## config.mk

```make
export PLATFORM = sky130hd
export DESIGN_NAME = hazard_scheduler
export DESIGN_NICKNAME = d
export VERILOG_FILES = /design/src/rtl/hazard_pkg.sv /design/src/rtl/hazard_stat_counter.sv /design/src/rtl/hazard_scheduler.sv
export SDC_FILE = /design/constraint.sdc
export NUM_CORES = 1
export LEC_CHECK = 0
export BUFFER_PORTS_ARGS = -buffer_cell sky130_fd_sc_hd__buf_2
export CORE_AREA = 3 3 101 103
export CTS_CLUSTER_SIZE = 28
export DETAILED_ROUTE_END_ITERATION = 10
export DIE_AREA = 0 0 104 106
export GPL_TIMING_DRIVEN = 0
export PLACE_DENSITY_LB_ADDON = 0.2
export RECOVER_POWER = 25
export REMOVE_ABC_BUFFERS = 1
export SYNTH_ARGS = -nofsm -noshare
export SYNTH_HDL_FRONTEND = slang
export SYNTH_SLANG_ARGS = --single-unit
export TNS_END_PERCENT = 20
```

## constraint.sdc

```tcl
create_clock -name clk -period 1.7 [get_ports clk]
set_input_delay 0.255 -clock clk [delete_from_list [all_inputs] [get_ports clk]]
set_output_delay 0.255 -clock clk [all_outputs]
set_load 0.1 [all_outputs]
```

## src/rtl/hazard_pkg.sv

```systemverilog
// Shared types and statistics-select group bases for the hazard scheduler.
package hazard_pkg;

  localparam int PC_W_DEF = 32;
  typedef logic [PC_W_DEF-1:0] pc_t;

  // stat_sel group index; the select base for a group is group * NUM_STAGES
  localparam int STAT_STALL_CYC = 0;
  localparam int STAT_STALL_EP  = 1;
  localparam int STAT_REDIR     = 2;

endpackage

```

## src/rtl/hazard_stat_counter.sv

```systemverilog
// Saturating event counter; clear wins over increment.
module hazard_stat_counter #(
  parameter int CNT_W = 32
) (
  input  logic             clk,
  input  logic             rst,
  input  logic             inc_i,
  input  logic             clr_i,
  output logic [CNT_W-1:0] cnt_o
);

  logic [CNT_W-1:0] cnt_q, cnt_d;

  always_comb begin
    cnt_d = cnt_q;
    if (clr_i) begin
      cnt_d = '0;
    end else if (inc_i && !(&cnt_q)) begin
      cnt_d = cnt_q + 1'b1;
    end
  end

  always_ff @(posedge clk or posedge rst) begin
    if (rst) begin
      cnt_q <= '0;
    end else begin
      cnt_q <= cnt_d;
    end
  end

  assign cnt_o = cnt_q;

endmodule

```

## src/rtl/hazard_scheduler.sv

```systemverilog
// Stall/flush/redirect resolution for an S-stage in-order pipeline, plus deadlock watchdog.
// Optional per-stage hazard statistics when HAZARD_STATS_EN is defined.
module hazard_scheduler
  import hazard_pkg::*;
#(
  parameter int  NUM_STAGES = 5,
  parameter int  PC_W       = 32,
  parameter int  WDOG_LIMIT = 1024,
  parameter int  CNT_W      = 32,
  localparam int SEL_W      = $clog2(3 * NUM_STAGES)
) (
  input  logic                       clk,
  input  logic                       rst,
  input  logic [NUM_STAGES-1:0]      stall_req,
  input  logic [NUM_STAGES-1:0]      redirect_req,
  input  logic [NUM_STAGES-1:0]      redirect_keep_slot,
  input  logic [NUM_STAGES*PC_W-1:0] redirect_target,
  output logic [NUM_STAGES-1:0]      redirect_ack,
  output logic [NUM_STAGES-1:0]      stall_o,
  output logic [NUM_STAGES-1:0]      flush_o,
  output logic                       pc_we,
  output logic [PC_W-1:0]            pc_new,
  output logic                       hang,
  input  logic [SEL_W-1:0]           stat_sel,
  input  logic                       stat_clr,
  output logic [CNT_W-1:0]           stat_data
);

  localparam int WDOG_W = (WDOG_LIMIT < 2) ? 1 : $clog2(WDOG_LIMIT + 1);

  int               w, h;
  logic             have_w, have_h, blocked, keep;
  logic [PC_W-1:0]  tgt;

  always_comb begin
    stall_o      = '0;
    flush_o      = '0;
    pc_we        = 1'b0;
    pc_new       = '0;
    redirect_ack = '0;
    w = 0; h = 0; have_w = 1'b0; have_h = 1'b0; blocked = 1'b0; keep = 1'b0; tgt = '0;
    for (int i = 0; i < NUM_STAGES; i++) begin
      if (redirect_req[i]) begin
        have_w = 1'b1;
        w      = i;
        keep   = redirect_keep_slot[i];
        tgt    = redirect_target[i*PC_W +: PC_W];
      end
      if (stall_req[i]) begin
        have_h = 1'b1;
        h      = i;
      end
    end
    // the oldest redirect waits while it or anything older is stalled
    for (int i = 0; i < NUM_STAGES; i++) begin
      if (i >= w && stall_req[i]) blocked = 1'b1;
    end
    if (rst) begin
      flush_o = '1;
    end else if (have_w && !blocked) begin
      pc_we  = 1'b1;
      pc_new = tgt;
      for (int j = 0; j < NUM_STAGES; j++) begin
        redirect_ack[j] = (j == w);
        if (j >= 1 && (j < w || (j == w && !keep))) flush_o[j] = 1'b1;
      end
    end else if (have_h) begin
      for (int j = 0; j < NUM_STAGES; j++) begin
        if (j <= h) stall_o[j] = 1'b1;
        else if (j == h + 1) flush_o[j] = 1'b1;
      end
    end
  end

  logic [WDOG_W-1:0] wdog_q, wdog_d;
  logic              hang_q, hang_d;

  always_comb begin
    wdog_d = '0;
    hang_d = hang_q;
    if (stall_o[0] && !pc_we) begin
      wdog_d = (wdog_q == WDOG_W'(WDOG_LIMIT)) ? wdog_q : wdog_q + 1'b1;
    end
    if (WDOG_LIMIT != 0 && wdog_d == WDOG_W'(WDOG_LIMIT)) hang_d = 1'b1;
  end

  always_ff @(posedge clk or posedge rst) begin
    if (rst) begin
      wdog_q <= '0;
      hang_q <= 1'b0;
    end else begin
      wdog_q <= wdog_d;
      hang_q <= hang_d;
    end
  end

  assign hang = hang_q;

`ifdef HAZARD_STATS_EN
  logic [NUM_STAGES-1:0] prev_q;
  logic [CNT_W-1:0]      cnt [3*NUM_STAGES];

  always_ff @(posedge clk or posedge rst) begin
    if (rst) begin
      prev_q <= '0;
    end else begin
      prev_q <= stall_req;
    end
  end

  for (genvar g = 0; g < NUM_STAGES; g++) begin : g_stat
    hazard_stat_counter #(.CNT_W(CNT_W)) u_cyc (
      .clk(clk), .rst(rst), .inc_i(stall_req[g]), .clr_i(stat_clr),
      .cnt_o(cnt[STAT_STALL_CYC*NUM_STAGES+g]));
    hazard_stat_counter #(.CNT_W(CNT_W)) u_ep (
      .clk(clk), .rst(rst), .inc_i(stall_req[g] & ~prev_q[g]), .clr_i(stat_clr),
      .cnt_o(cnt[STAT_STALL_EP*NUM_STAGES+g]));
    hazard_stat_counter #(.CNT_W(CNT_W)) u_rd (
      .clk(clk), .rst(rst), .inc_i(redirect_ack[g]), .clr_i(stat_clr),
      .cnt_o(cnt[STAT_REDIR*NUM_STAGES+g]));
  end

  always_comb begin
    stat_data = '0;
    for (int i = 0; i < 3*NUM_STAGES; i++) begin
      if (int'(stat_sel) == i) stat_data = cnt[i];
    end
  end
`else
  logic unused_stat;
  assign unused_stat = ^{stat_sel, stat_clr};
  assign stat_data   = '0;
`endif

endmodule
```

==> impl_metrics.tcl, run 1 <==
set metrics [dict create \
    start_util_pct 24.5 \
    p_leak_nw 2.14 \
    final_cells 709 \
    maxCapViolCount 0 \
    chipWidth_microns 104 \
    postRouteAntennaNets 0 \
    path_cells "buf_8 -> or3_4 -> a211oi_4 -> buf_4 -> nor3_4 -> a21boi_0 -> a311o_1 -> buf_6" \
    final_cell_mix "buf_2, buf_12, nor3_1, o22ai_1, conb_1" \
    grt_pass1_vias 3810 \
    period_share_pct 128 \
    cts_tree "yes" \
    route.vias.total 3724 \
    r2r_cells 7 \
    via_per_inst 5.25 \
    grt_usage_pct 23.0 \
    critical-path-slowest-cell "or3_4" \
    synth_cell_types 44 \
    die_area_sq_um 11000 \
    critPathArrivalTime_ns 1.92 \
    dp.cells 670 \
    critPathCaptureType "output pin" \
    fin_nets 764 \
    setup_viol 47 \
    setup_tns_ns -11.06 \
    p_per_area_nw_per_um2 489 \
    cp-start-kind "primary input" \
    wl_per_cell_microns 19.5 \
    seq_area_frac_synth_pct 13.2 \
    p_comb_share_pct 73.9 \
    syn_area_sq_um 2280 \
    clockBufferDepth 2 \
    cts.sinks 12 \
    p_int_w 0.00106 \
    crit_fanout 4 \
    top_level_ports 263 \
    violations "negative setup slack" \
    die_y_microns 106 \
    pwr-share-clk_pct 13.4 \
    grt_max_degree 37 \
    maxSlewViolCount 0 \
    numCtsBuffers 3 \
    reg2reg_to "hang" \
    r2r-start "wdog_q[0]" \
    startpoint "redirect_req[3]" \
    finalWorstSetupSlack_ns -0.478 \
    p_seq_share_pct 12.7 \
    hold_viol_final 0 \
    max_freq_mhz 459 \
    crit_type "in -> out" \
    finalWirelength_mm 13.8 \
    core_sq_um 9280 \
    dp_hpwl_mm 8.75 \
    gr-total-overflow 0 \
    htreeDepth 1 \
    cts.clk_slew.worst_paths_ns 0.06 \
    hp-class "in -> async" \
    drtIter0Drc 138 \
    critPathMaxStageDelay_ns 0.40 \
    antenna_found_initial 2 \
    drc 0 \
    io_buffers 224 \
    ys_seq_elements 12 \
    syn_to_final_growth_pct 112 \
    ys_warn_count 0 \
    num_rows 35 \
    crit_path_end "flush_o[2]" \
    clock-root-buffer "clkbuf_8" \
    fin_crit_ns 2.18 \
    power.switching_w 0.00129 \
    gp_congestion 0.831 \
    clock_skew_ns 0.00506 \
    required_ns 1.44 \
    reg2reg_setup_slack_ns -0.26 \
    first_pass_iters 5 \
    synth_cells 350 \
    clock_latency_ns 0.24 \
    grt_pass1_wl_mm 20.5 \
    final_common_cell "buf_2" \
    p_sw_share_pct 54.8 \
    rsz0062_at_grt "yes" \
    irDropWorstVdd_mv 0.334 \
    avgSynthCellArea_sq_um 6.50 \
    status "finished with violations" \
    drive_above_1_share_pct 56.6 \
]
-- metal layers --
layer | GRT usage [%] | part of all wire (%) | wire length (microns) | vias to the layer above
li1 | - | - | - | 1719
met5 | 0 | 0 | 0 | -
met3 | 5.59 | 7.7 | 1060 | 40
met4 | 9.59 | 4.1 | 571 | 0
met2 | 41.2 | 53 | 7280 | 194
met1 | 26.0 | 36 | 4930 | 1771
-- cells by family after synthesis --
logic type	Yosys count	share of synthesized area [%]
AOI/OAI and AO/OA	117	35.4
buffers and inverters	80	18.9
xor gates and xnor gates	9	3.46
DFF	12	13.2
adders and majority gates	3	1.65
other	1	0.165
and+or+nand+nor	128	27.2
-- flip-flops by register name, indices dropped and copies added, names as in the netlist --
signal,count
hang,1
wdog_q,11
-- power groups by stage --
stage	Sequential (W)	Clock (W)	Combinational, W
final	0.000299	0.000316	0.00174
after global routing	0.000299	0.000342	0.00182
after CTS	0.000298	0.000328	0.00162
after detailed placement	0.000303	0	0.00132
after global placement	0.000303	0	0.00130
after floorplan	0.000303	0	0.000934
-- worst min-delay path by stage --
| stage | slack, ns | cells past startpoint | from | endpoint |
|---|---|---|---|---|
| 2_1_floorplan | 0.14 | 1 | rst | hang |
| 3_3_place_gp | 0.40 | 2 | rst | wdog_q[3] |
| 3_5_place_dp | 0.40 | 2 | rst | wdog_q[3] |
| 4_1_cts | 0.18 | 2 | rst | wdog_q[4] |
| 5_1_grt | 0.09 | 2 | rst | wdog_q[3] |
| 6_report | 0.09 | 2 | rst | wdog_q[3] |
-- per-stage QoR --
step | total power, W | area (sq um) | setup slack, ns | hold WS (ns) | utilization (%)
3_5_place_dp | 0.00162 | 3330 | -1.97 | 0.400 | 35.8
3_3_place_gp | 0.00160 | 3300 | -2.44 | 0.400 | 35.5
5_1_grt | 0.00246 | 4810 | -0.540 | 0.0928 | 51.9
2_1_floorplan | 0.00124 | 2010 | -1.96 | 0.135 | -
6_report | 0.00235 | 4810 | -0.478 | 0.0920 | 51.9
4_1_cts | 0.00225 | 4500 | -0.466 | 0.179 | 48.4
-- Yosys cell counts (all sizes together) --
| library cell | count | area share, % |
|---|---|---|
| ha | 3 | 1.6 |
| o22ai | 32 | 8.8 |
| inv | 13 | 2.1 |
| nand2 | 7 | 1.3 |
| and3 | 1 | 0.28 |
| o21a | 1 | 0.33 |
| nor2b | 4 | 1.1 |
| clkinv | 1 | 0.16 |
| o31ai | 1 | 0.33 |
| nor3 | 45 | 10 |
| or3 | 3 | 1.0 |
| clkbuf | 28 | 4.6 |
| or2 | 1 | 0.28 |
| a221oi | 32 | 12 |
| a221o | 2 | 0.88 |
| and4 | 1 | 0.38 |
| nand3 | 3 | 0.66 |
| a41o | 2 | 0.88 |
| a311oi | 1 | 0.38 |
| a21oi | 35 | 7.7 |
| xor2 | 3 | 1.2 |
| nor2 | 52 | 8.6 |
| nor4bb | 1 | 0.44 |
| conb | 1 | 0.16 |
| a311o | 2 | 0.88 |
| a21o | 1 | 0.33 |
| a21boi | 1 | 0.33 |
| a32o | 1 | 0.44 |
| nand2b | 2 | 0.55 |
| nor3b | 1 | 0.33 |
| dfrtp | 12 | 13 |
| buf | 38 | 12 |
| o21ai | 3 | 0.66 |
| a31oi | 1 | 0.28 |
| a211oi | 1 | 0.55 |
| xnor2 | 6 | 2.3 |
| a22oi | 1 | 0.33 |
| nor4 | 4 | 1.4 |
| nand4 | 3 | 0.82 |
-- area by class of cell --
cell class | count | area (sq um)
antenna | 2 | 5.00
sequential | 12 | 302
timing repair buffer | 253 | 2110
multi-input combinational | 295 | 2120
clock buffer | 4 | 55.1
inverter | 14 | 63.8
fill | 927 | 4470
tap | 129 | 161
-- critical path: cells and delay by family --
kind	cells	cell delay [ns]
AOI/OAI and AO/OA	3	0.75
and+or+nand+nor	2	0.44
buffers and inverters	3	0.48
-- timing repair --
item                                    CTS  global route
setup buffers                            16             9
hold buffers                              0             0
gates cloned                              8             0
pin swaps                                16            14
resized for setup                       234            50
endpoints found under the setup margin   58            47
(Power assumes the default switching activity.)
==> run 2: changes to the inputs <==
--- a/config.mk
+++ b/config.mk
@@ -6,10 +6,10 @@
 export NUM_CORES = 1
 export LEC_CHECK = 0
 export BUFFER_PORTS_ARGS = -buffer_cell sky130_fd_sc_hd__buf_2
-export CORE_AREA = 3 3 101 103
+export CORE_AREA = 2 2 103 105
 export CTS_CLUSTER_SIZE = 28
 export DETAILED_ROUTE_END_ITERATION = 10
-export DIE_AREA = 0 0 104 106
+export DIE_AREA = 0 0 105 107
 export GPL_TIMING_DRIVEN = 0
 export PLACE_DENSITY_LB_ADDON = 0.2
 export RECOVER_POWER = 25
==> run 2 against run 1 <==
Compared with the run above: the flow still finishes with violations (negative setup slack); non-clock buffer count grew 8; highest routed layer is now met5; via count grew 1.3%; die area grew 1.9%; sequential share of layout area grew 0.16 points; global-route usage shrank 0.59 points; worst hold slack gained 0.14 ns; largest power group unchanged; register-to-register slack is essentially flat.
==> impl_metrics.tcl, run 2 (synthesized netlist as in run 1, its figures left out) <==
set metrics [dict create \
    status "finished with violations" \
    violations "negative setup slack" \
    maxSlewViolCount 0 \
    p_leak_nw 2.15 \
    finalWirelength_mm 14.3 \
    largest_reg_flops 11 \
    postRouteAntennaNets 0 \
    critPathMaxStageDelay_ns 0.40 \
    dp_hpwl_mm 8.24 \
    fin_total_pwr_w 0.00228 \
    critPathCaptureType "output pin" \
    die_y_microns 107 \
    final_common_cell "buf_2" \
    clock_skew_ns 0.00175 \
    cts_tree "yes" \
    die_area_sq_um 11200 \
    start_util_pct 22.6 \
    p_int_w 0.00101 \
    clock-root-buffer "clkbuf_8" \
    gr-total-overflow 0 \
    cts_hold_buffers 0 \
    power.switching_w 0.00127 \
    final_cell_mix "buf_2, nor3_1, nor2_1" \
    p_seq_share_pct 13.1 \
    irDropWorstVdd_mv 0.296 \
    maxCapViolCount 0 \
    cts.sinks 12 \
    fin_nets 775 \
    crit_type "in -> out" \
    path_cells "buf_12 -> or3_4 -> a211oi_4 -> nor3_4 -> buf_6 -> buf_6 -> a21boi_1 -> a311o_1 -> buf_12" \
    numCtsBuffers 3 \
    grt_max_degree 38 \
    num_rows 37 \
    core_sq_um 10100 \
    fin_util_pct 46.7 \
    critPathTopFamily "compound AO/OA/AOI/OAI gates" \
    relSlewSlack_pct 65.2 \
    rsz0062_at_grt "yes" \
    clockBufferDepth 2 \
    io_buffers 224 \
    grt_pass1_wl_mm 19.8 \
    top_level_ports 263 \
    grt_usage_pct 22.4 \
    crit_fanout 6 \
    grt_pass1_vias 3718 \
    worstMarginPinSlew_ns 0.522 \
    hp-class "in -> async" \
    finalWorstSetupSlack_ns -0.475 \
    required_ns 1.44 \
    via_per_inst 5.20 \
    gp_congestion 0.838 \
    regMostFlops "wdog_q" \
    max_freq_mhz 460 \
    htreeDepth 1 \
    antenna_found_initial 2 \
    drtIter0Drc 167 \
    chipWidth_microns 105 \
    drive_above_1_share_pct 54.9 \
    fillers 1047 \
    p_sw_share_pct 55.8 \
    hold_viol_final 0 \
    post-place-ws_ns -2.04 \
    cts.clk_slew.worst_paths_ns 0.05 \
    drc 0 \
    clock_latency_ns 0.24 \
    critPathArrivalTime_ns 1.92 \
    cp-start-kind "primary input" \
    critical-path-slowest-cell "or3_4" \
    path_buf_inv 4 \
    whs_ns 0.228 \
    fin_crit_ns 2.18 \
    setup_viol 47 \
    p_comb_share_pct 75.6 \
    p_per_area_nw_per_um2 484 \
    first_pass_iters 4 \
    pwr-share-clk_pct 11.3 \
    wl_per_cell_microns 19.7 \
    route.vias.total 3773 \
    period_share_pct 128 \
    syn_to_final_growth_pct 107 \
]
## run 2: cell count changes in the layout (fill, tap and decap cells not counted), moves of 3 or more
cell | previous run | this run
nor2_2 | 15 | 9
a221oi_1 | 25 | 28
nor3_4 | 6 | 3
clkbuf_4 | 0 | 3
a221oi_2 | 7 | 4
nor2_4 | 15 | 8
nor2_1 | 22 | 35
buf_12 | 41 | 29
buf_6 | 16 | 32
## run 2: cell type report
type	instances	area (sq um)	area share (%)
inverter	14	61.3	1.30
antenna	2	5.00	0.106
multi-input combinational	298	2050	43.5
clock buffer	3	41.3	0.876
sequential	12	303	6.43
timing repair buffer	261	2080	44.2
tap	136	170	3.61
## run 2: worst paths after layout
| path | from | end | slack [ns] | depth (start not counted) |
|---|---|---|---|---|
| max reg2reg | wdog_q[4] | hang | -0.26 | 5 |
| min reg2reg | hang | hang | 0.46 | 1 |
| min | rst | wdog_q[3] | 0.23 | 3 |
| max in group asynchronous | rst | wdog_q[9] | 1.17 | 4 |
| max | redirect_req[3] | flush_o[2] | -0.48 | 9 |
| min in group clk | hang | hang | 0.46 | 1 |
## run 2: metal layers
layer | GRT usage [%] | share of wire [%] | vias to the layer above
met1 | 25.7 | 36 | 1828
li1 | - | - | 1749
met5 | 0 | 0.049 | -
met3 | 5.29 | 8.3 | 30
met4 | 5.24 | 2.5 | 2
met2 | 41.8 | 53 | 164
## run 2: power by group through the flow
stage	Sequential [W]	Combinational, W	Clock (W)
2_1_floorplan	0.000303	0.000934	0
3_3_place_gp	0.000303	0.00131	0
3_5_place_dp	0.000303	0.00132	0
4_1_cts	0.000298	0.00158	0.000265
5_1_grt	0.000301	0.00180	0.000282
6_report	0.000299	0.00173	0.000258
## run 2: per-stage QoR
stage | setup TNS [ns] | cells | area, sq um
2_1_floorplan | -67.28 | 315 | 2010
3_5_place_dp | -97.92 | 675 | 3320
6_report | -15.10 | 726 | 4710
4_1_cts | -15.04 | 707 | 4250
3_3_place_gp | -118.45 | 675 | 3310
5_1_grt | -17.62 | 725 | 4710
## run 2: timing repair
action,in CTS,in global routing
pin swaps,13,8
buffers inserted,21,15
endpoints found under the setup margin,58,51
gates cloned,8,3
resized for setup,152,79
## run 2: worst reg2reg max path: stages, from the launching register on
cell and delay, ns:
dfrtp_1 0.49, nand4_1 0.24, or3_1 0.38, a41o_1 0.25, a32o_1 0.26, a41o_1 0.23
==> run 3: changes to the inputs <==
--- a/config.mk
+++ b/config.mk
@@ -7,6 +7,7 @@
 export LEC_CHECK = 0
 export BUFFER_PORTS_ARGS = -buffer_cell sky130_fd_sc_hd__buf_2
 export CORE_AREA = 2 2 103 105
+export CTS_BUF_LIST = sky130_fd_sc_hd__clkbuf_8 sky130_fd_sc_hd__clkbuf_16
 export CTS_CLUSTER_SIZE = 28
 export DETAILED_ROUTE_END_ITERATION = 10
 export DIE_AREA = 0 0 105 107
@@ -14,6 +15,7 @@
 export PLACE_DENSITY_LB_ADDON = 0.2
 export RECOVER_POWER = 25
 export REMOVE_ABC_BUFFERS = 1
+export SKIP_CTS_REPAIR_TIMING = 1
 export SYNTH_ARGS = -nofsm -noshare
 export SYNTH_HDL_FRONTEND = slang
 export SYNTH_SLANG_ARGS = --single-unit
==> run 3 against run 2 <==
Compared with the run above: the flow still finishes with violations (negative setup slack); global-route usage decreased by 4.4 points; clock skew decreased by 0.0012 ns; register-to-register slack improved by 0.02 ns; combinational power decreased by 9.8%; die area unchanged; cell count decreased by 3.7%; non-clock buffer count decreased by 22; first-iteration DRC count decreased by 10%; fmax decreased by 5.3%; critical path type unchanged; largest power group unchanged.
==> impl_metrics.tcl, run 3 (synthesized netlist as in run 1, its figures left out) <==
set metrics [dict create \
    status "finished with violations" \
    violations "negative setup slack" \
    cts_tree "yes" \
    cts.sinks 12 \
    final_cells 699 \
    critPathCaptureType "output pin" \
    critPathTopFamily "simple AND/OR/NAND/NOR gates" \
    dp.cells 675 \
    final_cell_mix "buf_2, nor3_1, a21oi_1, nor2_1" \
    rsz0062_at_grt "yes" \
    io_buffers 224 \
    clock_latency_ns 0.24 \
    fin_nets 748 \
    period_share_pct 135 \
    crit_type "in -> out" \
    first_pass_iters 4 \
    setup_viol 47 \
    worstMarginPinSlew_ns 0.924 \
    via_per_inst 5.06 \
    max_freq_mhz 435 \
    largest_reg_flops 11 \
    fin_crit_ns 2.30 \
    die_y_microns 107 \
    clock-root-buffer "clkbuf_8" \
    maxCapViolCount 0 \
    relSlewSlack_pct 38.3 \
    multi_input_area_sq_um 1900 \
    drc 0 \
    cts.clk_slew.worst_paths_ns 0.05 \
    crit_fanout 18 \
    core_sq_um 10100 \
    p_leak_nw 1.96 \
    antenna_found_initial 1 \
    finalWirelength_mm 12.8 \
    irDropWorstVdd_mv 0.284 \
    postRouteAntennaNets 0 \
    wl_per_cell_microns 18.4 \
    die_area_sq_um 11200 \
    dp_hpwl_mm 8.24 \
    grt_pass1_vias 3258 \
    numCtsBuffers 3 \
    clock_skew_ns 0.000521 \
    route.vias.total 3535 \
    final_common_cell "buf_2" \
    grt_max_degree 72 \
    top_level_ports 263 \
    gp_congestion 0.838 \
    drive_above_1_share_pct 51.3 \
    maxSlewViolCount 0 \
    chipWidth_microns 105 \
    path_buf_inv 3 \
    drtIter0Drc 150 \
    start_util_pct 22.6 \
    finalWorstSetupSlack_ns -0.597 \
    critical-path-slowest-cell "nor3_4" \
    cp-start-kind "primary input" \
    p_per_area_nw_per_um2 500 \
    hp-class "in -> async" \
    critPathArrivalTime_ns 2.04 \
    setup_tns_ns -23.02 \
    regMostFlops "wdog_q" \
    clockBufferDepth 2 \
    regArea_sq_um 303 \
    num_rows 37 \
    gr-total-overflow 0 \
    grt_pass1_wl_mm 16.4 \
    syn_to_final_growth_pct 86.0 \
    htreeDepth 1 \
    path_cells "buf_6 -> nor2b_4 -> o21a_4 -> nor3_4 -> nand2_4 -> buf_12 -> nor2_1 -> clkbuf_4" \
    hold_viol_final 0 \
    critPathMaxStageDelay_ns 0.61 \
    grt_usage_pct 18.0 \
    fillers 1091 \
    required_ns 1.44 \
]
[run 3: worst reg2reg max path, cell delays in order, from the launching register on]
cell and delay (ns):
dfrtp_1 0.49, nand4_1 0.24, or3_1 0.37, a41o_1 0.25, a32o_1 0.26, a41o_1 0.23
[run 3: final timing paths]
kind,slack [ns],cells after the start,from,to
worst min-delay path,0.29,2,rst,wdog_q[4]
max in group asynchronous,0.78,2,rst,wdog_q[0]
worst max register to register,-0.24,5,wdog_q[4],hang
min in group clk,0.46,1,hang,hang
worst min register to register,0.46,1,hang,hang
worst max-delay path,-0.60,8,stall_req[1],pc_new[3]
[run 3: metal layers]
metal	vias up	part of all wire, %	GRT usage (%)
li1	1681	-	-
met1	1695	39	21.3
met2	138	51	32.1
met5	-	0	0
met3	21	7.4	4.68
met4	0	2.0	4.86
[run 3: area by class of cell]
type,instances,share of cell area [%]
clock buffers,3,0.975
repair buffers,239,41.6
diodes,2,0.118
multi-input cells,293,44.8
inverters,14,1.33
well taps,136,4.02
flip-flops and latches,12,7.15
[run 3: power breakdown]
| group | total, W | switching, W | internal [W] |
|---|---|---|---|
| sequential | 0.000300 | 0.00000816 | 0.000292 |
| clock | 0.000259 | 0.000103 | 0.000156 |
| combinational | 0.00156 | 0.00110 | 0.000461 |
[run 3: metrics by stage]
stage               total power, W  area [sq um]  hold slack (ns)  setup slack (ns)  utilization [%]
floorplan                  0.00124          2010            0.135             -1.96                -
global placement           0.00161          3310            0.404             -2.57             32.8
detailed placement         0.00162          3320            0.408             -2.04             32.9
CTS                        0.00188          3360            0.151             -2.06             33.3
global route               0.00221          4230            0.357            -0.660             41.9
finish                     0.00212          4230            0.294            -0.597             42.0
